[config.mk]
export PLATFORM = sky130hd
export DESIGN_NAME = fifo_burst_reader
export DESIGN_NICKNAME = d
export VERILOG_FILES = /design/src/rtl/fifo_burst_reader.sv
export SDC_FILE = /design/constraint.sdc
export NUM_CORES = 1
export LEC_CHECK = 0
export CAP_MARGIN = 40
export CORE_ASPECT_RATIO = 2
export CORE_MARGIN = 4
export CORE_UTILIZATION = 55
export DETAILED_ROUTE_END_ITERATION = 8
export GPL_TIMING_DRIVEN = 0
export PLACE_DENSITY = 0.78
export RECOVER_POWER = 50
export SKIP_CTS_REPAIR_TIMING = 1
export SLEW_MARGIN = 10
export SYNTH_ARGS = -nofsm -noshare
export SYNTH_HDL_FRONTEND = slang
export SYNTH_SLANG_ARGS = --single-unit
[constraint.sdc]
create_clock -name clk_tb -period 9.8 [get_ports clk_tb]
set_clock_uncertainty 0.2 [all_clocks]
set_input_delay 1.96 -clock clk_tb [delete_from_list [all_inputs] [get_ports clk_tb]]
set_output_delay 1.96 -clock clk_tb [all_outputs]
set_load 0.05 [all_outputs]
[src/rtl/fifo_burst_reader.sv]
// Drains a synchronous FIFO in fixed-length bursts: one (address, length) command,
// then the matching data beats on a valid/ready stream, with flush and frame wrap.
module fifo_burst_reader #(
    parameter int          DATA_WIDTH  = 32,
    parameter int          ADDR_WIDTH  = 10,
    parameter int          BURST_LEN   = 16,
    parameter int          RD_LATENCY  = 1,
    parameter int          SKID_DEPTH  = 4,
    parameter int          FRAME_WORDS = 1024,
    parameter logic [31:0] BASE_ADDR   = 32'h0
) (
    input  logic                  clk_tb,
    input  logic                  tb_rst,
    input  logic                  fifo_wr_fire,
    input  logic                  fifo_empty,
    output logic                  fifo_rd_en,
    input  logic [DATA_WIDTH-1:0] fifo_rd_data,
    input  logic                  flush,
    input  logic                  frame_start,
    output logic                  cmd_valid,
    input  logic                  cmd_ready,
    output logic [31:0]           cmd_addr,
    output logic [ADDR_WIDTH:0]   cmd_len,
    output logic                  dout_valid,
    input  logic                  dout_ready,
    output logic [DATA_WIDTH-1:0] dout_data,
    output logic                  dout_last,
    output logic                  busy
);
    localparam int CW    = ADDR_WIDTH + 1;
    localparam int OFF_W = (FRAME_WORDS > 1) ? $clog2(FRAME_WORDS) : 1;
    localparam int SK_AW = (SKID_DEPTH > 1) ? $clog2(SKID_DEPTH) : 1;
    localparam int SK_CW = $clog2(SKID_DEPTH + 1);
    localparam logic [CW-1:0] BURST = CW'(BURST_LEN);

    typedef enum logic [1:0] {IDLE, CMD, DATA} state_t;

    state_t                    state;
    logic [CW-1:0]             fill_cnt;
    logic [CW-1:0]             issued;
    logic [CW-1:0]             beat_cnt;
    logic [OFF_W-1:0]          offset;
    logic                      flush_pend;
    logic                      fs_pend;
    logic                      cmd_is_flush;
    logic [RD_LATENCY-1:0]     rd_pipe;
    logic [SK_CW-1:0]          inflight;
    logic [DATA_WIDTH-1:0]     skid_mem [SKID_DEPTH];
    logic [SK_AW-1:0]          skid_wp;
    logic [SK_AW-1:0]          skid_rp;
    logic [SK_CW-1:0]          skid_cnt;

    logic                      rd_cap;
    logic                      dout_beat;
    logic                      flush_clr;
    logic [OFF_W-1:0]          start_off;
    logic [31:0]               addr_next;
    logic [31:0]               off_sum;
    logic [OFF_W-1:0]          off_next;

    assign cmd_valid  = (state == CMD);
    assign busy       = (state != IDLE);
    assign dout_valid = (skid_cnt != '0);
    assign dout_data  = skid_mem[skid_rp];
    assign dout_last  = dout_valid && (beat_cnt + 1'b1 == cmd_len);
    assign dout_beat  = dout_valid && dout_ready;
    assign rd_cap     = rd_pipe[RD_LATENCY-1];

    // Reads are throttled so every word in flight already owns a skid slot.
    assign fifo_rd_en = (state == DATA) && !fifo_empty && (issued < cmd_len)
                        && ((32'(skid_cnt) + 32'(inflight)) < 32'(SKID_DEPTH));

    always_comb begin
        flush_clr = 1'b0;
        if (state == CMD && cmd_ready && cmd_is_flush) flush_clr = 1'b1;
        if (state == IDLE && fill_cnt == '0)           flush_clr = 1'b1;
    end

    // A frame_start seen now or held from a busy period rebases the next command.
    always_comb begin
        start_off = (frame_start || fs_pend) ? '0 : offset;
        addr_next = BASE_ADDR + 32'(start_off) * 32'(DATA_WIDTH / 8);
        off_sum   = 32'(offset) + 32'(cmd_len);
        off_next  = (off_sum >= 32'(FRAME_WORDS)) ? OFF_W'(off_sum - 32'(FRAME_WORDS))
                                                  : OFF_W'(off_sum);
    end

    // Read-latency pipeline and skid buffer.
    always_ff @(posedge clk_tb or posedge tb_rst) begin
        if (tb_rst) begin
            rd_pipe  <= '0;
            inflight <= '0;
            skid_wp  <= '0;
            skid_rp  <= '0;
            skid_cnt <= '0;
            // NOTE: the skid array is small and drives dout_data directly, so it is
            // reset to keep the data output at 0 after reset; a large RAM would not be.
            for (int i = 0; i < SKID_DEPTH; i++) skid_mem[i] <= '0;
        end else begin
            rd_pipe  <= (rd_pipe << 1) | RD_LATENCY'(fifo_rd_en);
            inflight <= inflight + SK_CW'(fifo_rd_en) - SK_CW'(rd_cap);
            if (rd_cap) begin
                skid_mem[skid_wp] <= fifo_rd_data;
                skid_wp <= (skid_wp == SK_AW'(SKID_DEPTH - 1)) ? '0 : skid_wp + 1'b1;
            end
            if (dout_beat)
                skid_rp <= (skid_rp == SK_AW'(SKID_DEPTH - 1)) ? '0 : skid_rp + 1'b1;
            skid_cnt <= skid_cnt + SK_CW'(rd_cap) - SK_CW'(dout_beat);
        end
    end

    always_ff @(posedge clk_tb or posedge tb_rst) begin
        if (tb_rst) begin
            state        <= IDLE;
            fill_cnt     <= '0;
            issued       <= '0;
            beat_cnt     <= '0;
            offset       <= '0;
            flush_pend   <= 1'b0;
            fs_pend      <= 1'b0;
            cmd_is_flush <= 1'b0;
            cmd_addr     <= '0;
            cmd_len      <= '0;
        end else begin
            case ({fifo_wr_fire, fifo_rd_en})
                2'b10:   fill_cnt <= fill_cnt + 1'b1;
                2'b01:   fill_cnt <= fill_cnt - 1'b1;
                default: ;
            endcase

            // A new flush request wins over a same-cycle clear.
            if (flush)          flush_pend <= 1'b1;
            else if (flush_clr) flush_pend <= 1'b0;

            case (state)
                IDLE: begin
                    if (frame_start || fs_pend) begin
                        offset  <= '0;
                        fs_pend <= 1'b0;
                    end
                    if (fill_cnt >= BURST) begin
                        state        <= CMD;
                        cmd_len      <= BURST;
                        cmd_addr     <= addr_next;
                        cmd_is_flush <= 1'b0;
                    end else if (flush_pend && fill_cnt != '0) begin
                        state        <= CMD;
                        cmd_len      <= fill_cnt;
                        cmd_addr     <= addr_next;
                        cmd_is_flush <= 1'b1;
                    end
                end
                CMD: begin
                    if (frame_start) fs_pend <= 1'b1;
                    if (cmd_ready) begin
                        offset   <= off_next;
                        issued   <= '0;
                        beat_cnt <= '0;
                        state    <= DATA;
                    end
                end
                DATA: begin
                    if (frame_start) fs_pend <= 1'b1;
                    if (fifo_rd_en) issued <= issued + 1'b1;
                    if (dout_beat) begin
                        beat_cnt <= beat_cnt + 1'b1;
                        if (dout_last) state <= IDLE;
                    end
                end
                default: state <= IDLE;
            endcase
        end
    end
endmodule

==> run summary, run 1 <==
Status = finished with violations
Failing checks = max-capacitance violations, max-slew violations
# nets final = 1113
Vias in the first global route = 7705
Final Max Tran Viols = 92
Final GP Congestion = 0.8842
Initial cell density of the core = 0.5630
Initial detailed-routing violation count = 164
Maximum clock path buffer count = 3
Main synth FF type = dfrtp_1
I/O pin cnt = 120
CP Capture Type = primary output
WHS Endpoint = fill_cnt[10]
Hold Crit Start = fill_cnt[10]
Worst Setup Start Kind = input pin
First-pass GRT wire length = 38.72 mm
Hold crit path type = flip-flop to flip-flop
Die X = 106.4 um
Cell variety after synth = 68
Post-synth EDFFs = 0
Grt ovf = 0
DR DRC count = 0
Synthesized area = 0.01065 mm2
Drt via density = 5.573
Pre-antenna DRT Iters = 4
Hold Crit Depth = 1
Fin area = 0.01266 mm2
Clock H-tree levels = 1
Clk Latency, worst-skew pair = 0.50 ns
Reg2Reg Depth = 18
Hold Slack = 0.2836 ns
Clock Tree Root = clkbuf_16
Launch point of the worst reg-to-reg path = cmd_len[5]
Vias = 7200
Post-synthesis sequential area ratio = 0.4886
Synthesis-to-finish area growth = 18.83%
Total track usage = 0.2203
CTS tree = done
FMAX = 161.2 MHz
Hold Vio Cnt, Final = 0
Type of the worst setup path = input pin to primary output
FF-to-FF setup slack = 4.85 ns
Count leader, synth = dfrtp_1
Share of cells above drive strength 1 = 0.2259
Avg Cell Area, Syn = 12.09 um2
WL final = 23.18 mm
Reg-to-Reg End = fill_cnt[10]
Synth Register Bits = 208
Rel. slew slack = -1.721
Largest net degree at the start of global routing = 118
DP Area = 0.01207 mm2
Worst endpoint data arrival time = 4.04 ns
Final HPWL DP = 16.74 mm
Routed Antenna Nets = 0
CTS Buf Count = 20
Area of the core = 0.01892 mm2
Crit-path max FO = 4
Worst slew pin tran = 4.059 ns
Clk slew on worst S/H paths = 0.07 ns
Port bufs = 97
Post-synth top cells = 208 x dfrtp_1, 128 x mux2_2, 73 x nand2_1
Initial antenna violation count = 0
Leak pwr = 0.005518 uW
Yosys warns = 0
Crit path time final = 6.202 ns
Die ar. = 0.02179 mm2
CTS sink cnt = 208
Gate Count Post-Synth = 881
Crit path required time = 7.64 ns
Worst vdd ir = 0.2232 mV
Final setup violation count = 0
Setup WS post-layout = 3.598 ns
Top area cells in the synthesized netlist = dfrtp_1 49%, mux2_2 14%, mux4_2 6.8%
Max_cap viols = 1
Place WS = 3.561 ns
Filler Cell Count = 1499
Tcrit/Tclk final = 0.6329
# rows = 71
Post-synth top area share = 0.4886
PwrDens = 302.7 mW/mm2
WL per Instance = 17.94 um
Biggest area consumer among synthesized cells = dfrtp_1
Async SR Flop Fraction = 1.000
Unrepaired setup endpoints after global routing = false
Chip Height = 204.8 um
per-layer routing:
layer,vias up,routed length [um],track usage
met3,60,780,0.02302
met4,0,975,0.09282
met2,171,12810,0.4156
met1,3580,8616,0.2493
li1,3389,-,-
met5,-,0,0
layout by cell type (no fill, tap or decap), types with 3 or more instances in the layout:
master           synthesis  final
and2_1                   9      6
clkbuf_1                13     20
buf_2                    5      4
mux2_2                 128    128
xor2_1                   7      7
nor3_1                   8      8
clkinv_2                 0      7
mux2i_1                  3      3
nor4_1                   2      3
a21o_1                   8      8
and2_0                   0      3
a31oi_1                  3      3
clkbuf_16                0     21
clkdlybuf4s50_1          0     62
inv_1                   44     43
nand4_1                  6      6
nand2b_1                 7      7
o41ai_1                  4      4
nand3_1                 10     10
and3_1                   3      3
buf_4                   25     23
o21ai_0                 68     68
a21oi_1                 20     20
mux4_2                  32     32
or3_1                   11     11
fa_1                     4      4
nor2b_1                  6      6
buf_1                   14     14
xnor2_1                 22     22
a211oi_1                 3      3
o31ai_1                  9      9
ha_1                    46     46
nor2_1                  28     28
o21a_1                   3      3
dfrtp_1                208    208
nor3b_1                  3      3
nand2_1                 73     73
conb_1                   1     22
dlygate4sd3_1            0     35
state kept, by name (all words and copies together) (netlist names):
| signal | count |
|---|---|
| beat_cnt | 11 |
| skid_mem | 128 |
| rd_cap | 1 |
| skid_rp | 2 |
| skid_cnt | 3 |
| state | 2 |
| inflight | 3 |
| cmd_len | 11 |
| offset | 10 |
| fill_cnt | 11 |
| skid_wp | 2 |
| cmd_is_flush | 1 |
| cmd_addr | 10 |
| flush_pend | 1 |
| fs_pend | 1 |
| issued | 11 |
worst max-delay path, cell delays in order:
cell and delay (ns):
clkdlybuf4s50_1 0.45, nor2b_1 0.12, nand4_1 0.13, a21oi_1 0.46, clkdlybuf4s50_1 0.91
stage by stage:
| stage | instances | total power, uW | setup TNS, ns | utilization |
|---|---|---|---|---|
| after floorplan | 902 | 2662 | 0 | - |
| after global placement | 1254 | 3078 | -136.78 | 0.6353 |
| after detailed placement | 1256 | 3134 | 0 | 0.6380 |
| after CTS | 1291 | 3884 | 0 | 0.6704 |
| after global routing | 1291 | 4052 | 0 | 0.6688 |
| final | 1292 | 3832 | 0 | 0.6690 |
cell families after synthesis:
logic type,count (synthesis),synth area share
multiplexers,164,0.2072
flip-flops,208,0.4886
XOR/XNOR,29,0.02384
other,1,0.0003520
adder cells (fa/ha/maj),50,0.06155
AND/OR/NAND/NOR,181,0.08656
buffers and inverters,103,0.04710
AO/OA/AOI/OAI,145,0.08480
worst max-delay path by stage:
stage	end	slack, ns	from
4_1_cts	fifo_rd_en	3.56	fifo_empty
3_5_place_dp	fifo_rd_en	3.56	fifo_empty
6_report	fifo_rd_en	3.60	fifo_empty
2_1_floorplan	beat_cnt[0]	1.96	tb_rst
3_3_place_gp	skid_mem[70]	-0.69	tb_rst
5_1_grt	fifo_rd_en	3.49	fifo_empty
layout make-up:
| type | count | area, um2 | share of cell area |
|---|---|---|---|
| Tap cell | 255 | 319.1 | 0.02521 |
| Inverter | 44 | 166.4 | 0.01315 |
| Buffer | 59 | 327.8 | 0.02590 |
| Clock inverter | 8 | 46.29 | 0.003657 |
| Antenna cell | 1 | 2.502 | 0.0001977 |
| Clock buffer | 27 | 568.0 | 0.04487 |
| Multi-Input combinational cell | 591 | 5010 | 0.3958 |
| Timing Repair Buffer | 99 | 1013 | 0.08006 |
| Sequential cell | 208 | 5205 | 0.4112 |
report_power, final:
group | switching (uW) | leakage (uW) | internal [uW] | total, uW
Clock | 326 | 0.000311 | 409 | 735
Sequential | 174 | 0.00255 | 1140 | 1320
Combinational | 1010 | 0.00265 | 766 | 1780
Power figures use the tool's default switching activity.
==> run 2, diff against run 1 <==
==> constraint.sdc (replaced) <==
create_clock -name clk_tb -period 5.87 [get_ports clk_tb]
set_clock_uncertainty 0.2 [all_clocks]
set_input_delay 1.174 -clock clk_tb [delete_from_list [all_inputs] [get_ports clk_tb]]
set_output_delay 1.174 -clock clk_tb [all_outputs]
set_load 0.05 [all_outputs]
==> run summary, run 2 (synthesized netlist as in run 1, its figures left out) <==
Chip Height = 204.8 um (unchanged)
Commonest cells after routing, fill and taps aside = 208 x dfrtp_1, 128 x mux2_2, 89 x clkdlybuf4s50_1, 73 x nand2_1, 68 x o21ai_0
Launch point of the worst reg-to-reg path = cmd_len[5]
Share of cells above drive strength 1 = 0.2325 (+0.006600)
CTS Buf Count = 20 (unchanged)
WHS Endpoint = inflight[2]
Grt ovf = 0 (unchanged)
Pre-antenna DRT Iters = 4 (unchanged)
Routed length on met1 = 8.273 mm (-4.0%)
Crit-path leading delay family = compound AO/OA/AOI/OAI gates
Fin util = 0.6744 (+0.005422)
Worst Setup Start Kind = flip-flop
Largest register FFs = 128 (unchanged)
CP Buf/Inv Count = 2 (unchanged)
Place WS = 0.7073 ns (-2.854 ns)
Met2 Wirelength = 13.26 mm (+3.5%)
Initial antenna violation count = 0 (unchanged)
Setup WS post-layout = 0.9636 ns (-2.634 ns)
Register with the most flip-flops = skid_mem
Initial detailed-routing violation count = 177 (+7.9%)
Initial cell density of the core = 0.5630 (unchanged)
Crit path time final = 4.906 ns
Area of the core = 0.01892 mm2 (unchanged)
Die ar. = 0.02179 mm2 (unchanged)
# nets final = 1118 (+0.45%)
Most common cell after layout, fill and taps aside = dfrtp_1
# diodes = 0 (-1)
Final Max Tran Viols = 0 (-100%)
Critical path's most frequent cell = a21oi_1
FF-to-FF setup slack = 0.96 ns (-3.89 ns)
Crit-path max FO = 12 (+8)
WL final = 23.23 mm (+0.20%)
I/O pin cnt = 120 (unchanged)
# rows = 71 (unchanged)
Status = finished, final reports clean
CTS tree = done
Hold Crit Depth = 1 (unchanged)
Unrepaired setup endpoints after global routing = false
Port bufs = 97 (unchanged)
Critical-path cell list = inv_1, ha_1, a21o_1, a21oi_1, o21ai_0, a21oi_1, nand2_1, a21oi_1, ha_1, inv_1, fa_1, nor2b_1, o31a_1, o31ai_1, a2111oi_0, or3_1, nand3b_1, xnor2_1
Type of the worst setup path = flip-flop to flip-flop
Synthesis-to-finish area growth = 19.79%
Worst endpoint data arrival time = 5.07 ns (+1.03 ns)
Max Used Layer = met4
Die X = 106.4 um (unchanged)
Total track usage = 0.2235 (+0.003225)
Drt via density = 5.595 (+0.40%)
Tcrit/Tclk final = 0.8358
CP peak stage delay = 0.56 ns (-0.35 ns)
CP Capture Type = flip-flop
Final setup violation count = 0 (unchanged)
Max_cap viols = 0 (-1)
Crit path required time = 6.04 ns (-1.60 ns)
DR DRC count = 0 (unchanged)
Vias = 7251 (+0.71%)
Clk Latency, worst-skew pair = 0.51 ns (about the same)
Reg2Reg Depth = 18 (unchanged)
Hold crit path type = flip-flop to flip-flop
Worst vdd ir = 0.2990 mV (+34%)
FMAX = 203.8 MHz
Hold Vio Cnt, Final = 0 (unchanged)
Rel. slew slack = 0.01863 (+1.739)
Routed Antenna Nets = 0 (unchanged)
Final GP Congestion = 0.8650 (-2.2%)
Clock Tree Root = clkbuf_16
Setup TNS = 0 ns (unchanged)
Worst slew pin tran = 1.472 ns (-2.587 ns)
WL met3 = 865 um (+11%)
WL per Instance = 17.92 um (-0.11%)
Largest net degree at the start of global routing = 40 (-66%)
Leak pwr = 0.005553 uW (+0.64%)
CTS sink cnt = 208 (unchanged)
Hold Crit Start = inflight[2]
Clk slew on worst S/H paths = 0.07 ns (about the same)
First-pass GRT wire length = 39.15 mm (+1.1%)
Clock H-tree levels = 1 (unchanged)
PwrDens = 506.5 mW/mm2 (+67%)
Maximum clock path buffer count = 3 (unchanged)
Power, Total = 6463 uW (+69%)
Vias in the first global route = 7908 (+2.6%)
Reg-to-Reg End = fill_cnt[10]
CP max-delay cell = ha_1
Final HPWL DP = 17.38 mm (+3.8%)
==> run 2: report_power, final <==
part / internal (uW) / leakage (uW) / switching (uW)
clock network: 713 / 0.000314 / 549
registers: 1910 / 0.00255 / 295
logic: 1290 / 0.00268 / 1710
==> run 2: worst max-delay path by stage <==
stage                    start            end  slack [ns]  cells past startpoint
CTS                 cmd_len[5]   fill_cnt[10]        0.97                     18
finish              cmd_len[5]   fill_cnt[10]        0.96                     18
detailed placement  fifo_empty   fill_cnt[10]        0.71                     14
global route            tb_rst  skid_mem[102]        0.35                      6
global placement        tb_rst   skid_mem[66]        0.19                      2
floorplan           cmd_len[1]   fill_cnt[10]        0.75                     16
==> run 2: per-layer routing <==
layer  track usage  up-vias
li1              -     3412
met1        0.2338     3619
met2        0.4460      169
met3       0.02712       51
met4       0.08093        0
met5             0        -
==> run 2: worst reg2reg max path: stages, from the launching register on <==
cell	delay, ns
dfrtp_1	0.54
inv_1	0.09
ha_1	0.32
a21o_1	0.18
a21oi_1	0.15
o21ai_0	0.13
a21oi_1	0.15
nand2_1	0.07
a21oi_1	0.43
ha_1	0.56
inv_1	0.11
fa_1	0.42
nor2b_1	0.17
o31a_1	0.20
o31ai_1	0.12
a2111oi_0	0.52
or3_1	0.18
nand3b_1	0.09
xnor2_1	0.14
==> run 2: cell type report <==
cell class	count	area, um2
fillers	1454	6161
flip-flops and latches	208	5205
multi-input cells	591	5010
repair buffers	104	1077
clock buffers	24	545.5
plain buffers	59	335.3
well taps	255	319.1
inverters	44	166.4
clock inverters	11	102.6
==> run 2: per-stage QoR <==
step	instance area, um2	cells	hold slack (ns)
3_3_place_gp	12030	1254	0.2675
2_1_floorplan	10740	902	0.2494
3_5_place_dp	12160	1261	0.2708
6_report	12760	1296	0.2766
5_1_grt	12760	1296	0.2996
4_1_cts	12810	1296	0.2858
==> run 3, diff against run 2 <==
==> constraint.sdc (replaced) <==
create_clock -name clk_tb -period 4.8 [get_ports clk_tb]
set_clock_uncertainty 0.2 [all_clocks]
set_input_delay 0.96 -clock clk_tb [delete_from_list [all_inputs] [get_ports clk_tb]]
set_output_delay 0.96 -clock clk_tb [all_outputs]
set_load 0.05 [all_outputs]
==> run summary, run 3 (synthesized netlist as in run 1, its figures left out) <==
Register with the most flip-flops = skid_mem
Crit path required time = 3.64 ns (-2.40 ns)
CTS sink cnt = 208 (unchanged)
Share of cells above drive strength 1 = 0.2342 (+0.001696)
Largest net degree at the start of global routing = 40 (unchanged)
Type of the worst setup path = flip-flop to primary output
WL per Instance = 18.18 um (+1.4%)
Clock Tree Root = clkbuf_16
Final Max Tran Viols = 36 (+36)
Die ar. = 0.02179 mm2 (unchanged)
DR DRC count = 0 (unchanged)
Tcrit/Tclk final = 0.9420
Initial cell density of the core = 0.5630 (unchanged)
Most common cell after layout, fill and taps aside = dfrtp_1
Final HPWL DP = 17.64 mm (+1.5%)
CTS Buf Count = 20 (unchanged)
Vias = 7327 (+1.0%)
Clk slew on worst S/H paths = 0.07 ns (about the same)
Commonest cells after routing, fill and taps aside = 208 x dfrtp_1, 128 x mux2_2, 91 x clkdlybuf4s50_1, 73 x nand2_1, 68 x o21ai_0
Pre-antenna DRT Iters = 5 (+1)
Port bufs = 97 (unchanged)
FMAX = 221.2 MHz
Multi-input logic area = 0.005047 mm2 (+0.75%)
Routed Antenna Nets = 0 (unchanged)
# nets final = 1118 (unchanged)
Worst vdd ir = 0.4454 mV (+49%)
Worst slew pin tran = 1.664 ns (+0.1917 ns)
Grt ovf = 0 (unchanged)
# diodes = 0 (unchanged)
Total track usage = 0.2251 (+0.001575)
CTS tree = done
Crit path time final = 4.522 ns
Clock H-tree levels = 1 (unchanged)
Maximum clock path buffer count = 3 (unchanged)
PwrDens = 629.2 mW/mm2 (+24%)
FF+latch area = 0.005205 mm2 (unchanged)
Unrepaired setup endpoints after global routing = false
Hold crit path type = flip-flop to flip-flop
Worst Setup Start Kind = flip-flop
Final setup violation count = 0 (unchanged)
Crit-path max FO = 5 (-7)
Hold Slack = 0.2829 ns (+0.006289 ns)
Initial detailed-routing violation count = 203 (+15%)
Status = finished with violations
Setup TNS = 0 ns (unchanged)
Clk Latency, worst-skew pair = 0.49 ns (-0.02 ns)
Synthesis-to-finish area growth = 20.25%
Initial antenna violation count = 0 (unchanged)
Vias in the first global route = 7925 (+0.21%)
Largest register FFs = 128 (unchanged)
Final GP Congestion = 0.8526 (-1.4%)
Area of the core = 0.01892 mm2 (unchanged)
Fin util = 0.6770 (+0.002579)
WL final = 23.58 mm (+1.5%)
Hold Vio Cnt, Final = 0 (unchanged)
Rel. slew slack = -0.1110 (-0.1296)
First-pass GRT wire length = 39.28 mm (+0.33%)
Chip Height = 204.8 um (unchanged)
Failing checks = max-capacitance violations, max-slew violations
# rows = 71 (unchanged)
Die X = 106.4 um (unchanged)
CP Capture Type = primary output
I/O pin cnt = 120 (unchanged)
Leak pwr = 0.005573 uW (+0.36%)
Filler Cell Count = 1471 (+1.2%)
Worst endpoint data arrival time = 3.36 ns (-1.71 ns)
Max_cap viols = 1 (+1)
Drt via density = 5.649 (+0.97%)
## run 3: changes by cell type in the layout (fill, tap and decap cells not counted), sizes merged
cell,before,now
clkbuf,53,50
clkdlybuf4s50,89,91
dlymetal6s2s,0,1
clkinv,7,6
dlygate4sd3,8,6
bufinv,1,3
buf,37,42
clkinvlp,4,1
## run 3: layer usage
layer | GRT usage | wire length, um | vias to the layer above
met5 | 0 | 0 | -
met4 | 0.1015 | 1023 | 0
met3 | 0.02428 | 843 | 65
met2 | 0.4401 | 13310 | 184
met1 | 0.2366 | 8400 | 3665
li1 | - | - | 3413
## run 3: metrics by stage
stage          power (uW)  cells  instance area, um2  setup WS, ns
2_1_floorplan        5436    902               10740       0.02557
3_3_place_gp         6296   1254               12030       -0.6899
3_5_place_dp         6440   1261               12170      -0.07009
4_1_cts              8144   1297               12870       0.01624
5_1_grt              8502   1297               12810       0.06849
6_report             8060   1297               12810        0.2784
## run 3: critical path, stage by stage (launching register included)
cell and delay [ns]:
dfrtp_1 0.48, inv_1 0.15, ha_1 0.32, a21o_1 0.16, a211o_1 0.32, a21oi_1 0.16
nand2_1 0.09, a21oi_2 0.31, clkdlybuf4s50_1 0.87
## run 3: power by group
group	switching, uW	internal (uW)	total [uW]
Combinational	2100	1590	3680
Clock	684	999	1680
Sequential	361	2330	2700
Total	3140	4920	8060
## run 3: area by class of cell
type                    count  area share
plain buffers              59     0.02627
clock buffers              27     0.04434
clock inverters             9     0.01026
inverters                  44     0.01299
multi-input cells         591      0.3940
flip-flops and latches    208      0.4063
well taps                 255     0.02491
repair buffers            104     0.08087
## run 3: worst paths after layout
kind	from	endpoint	slack, ns	cells after the start
setup / recovery	cmd_len[1]	fifo_rd_en	0.28	8
hold / removal	cmd_addr[7]	cmd_addr[7]	0.28	2
setup reg to reg	cmd_len[1]	fill_cnt[10]	0.40	17
hold reg to reg	cmd_addr[7]	cmd_addr[7]	0.28	2
max in group asynchronous	tb_rst	skid_mem[114]	0.73	4
min in group asynchronous	tb_rst	cmd_addr[9]	0.82	2
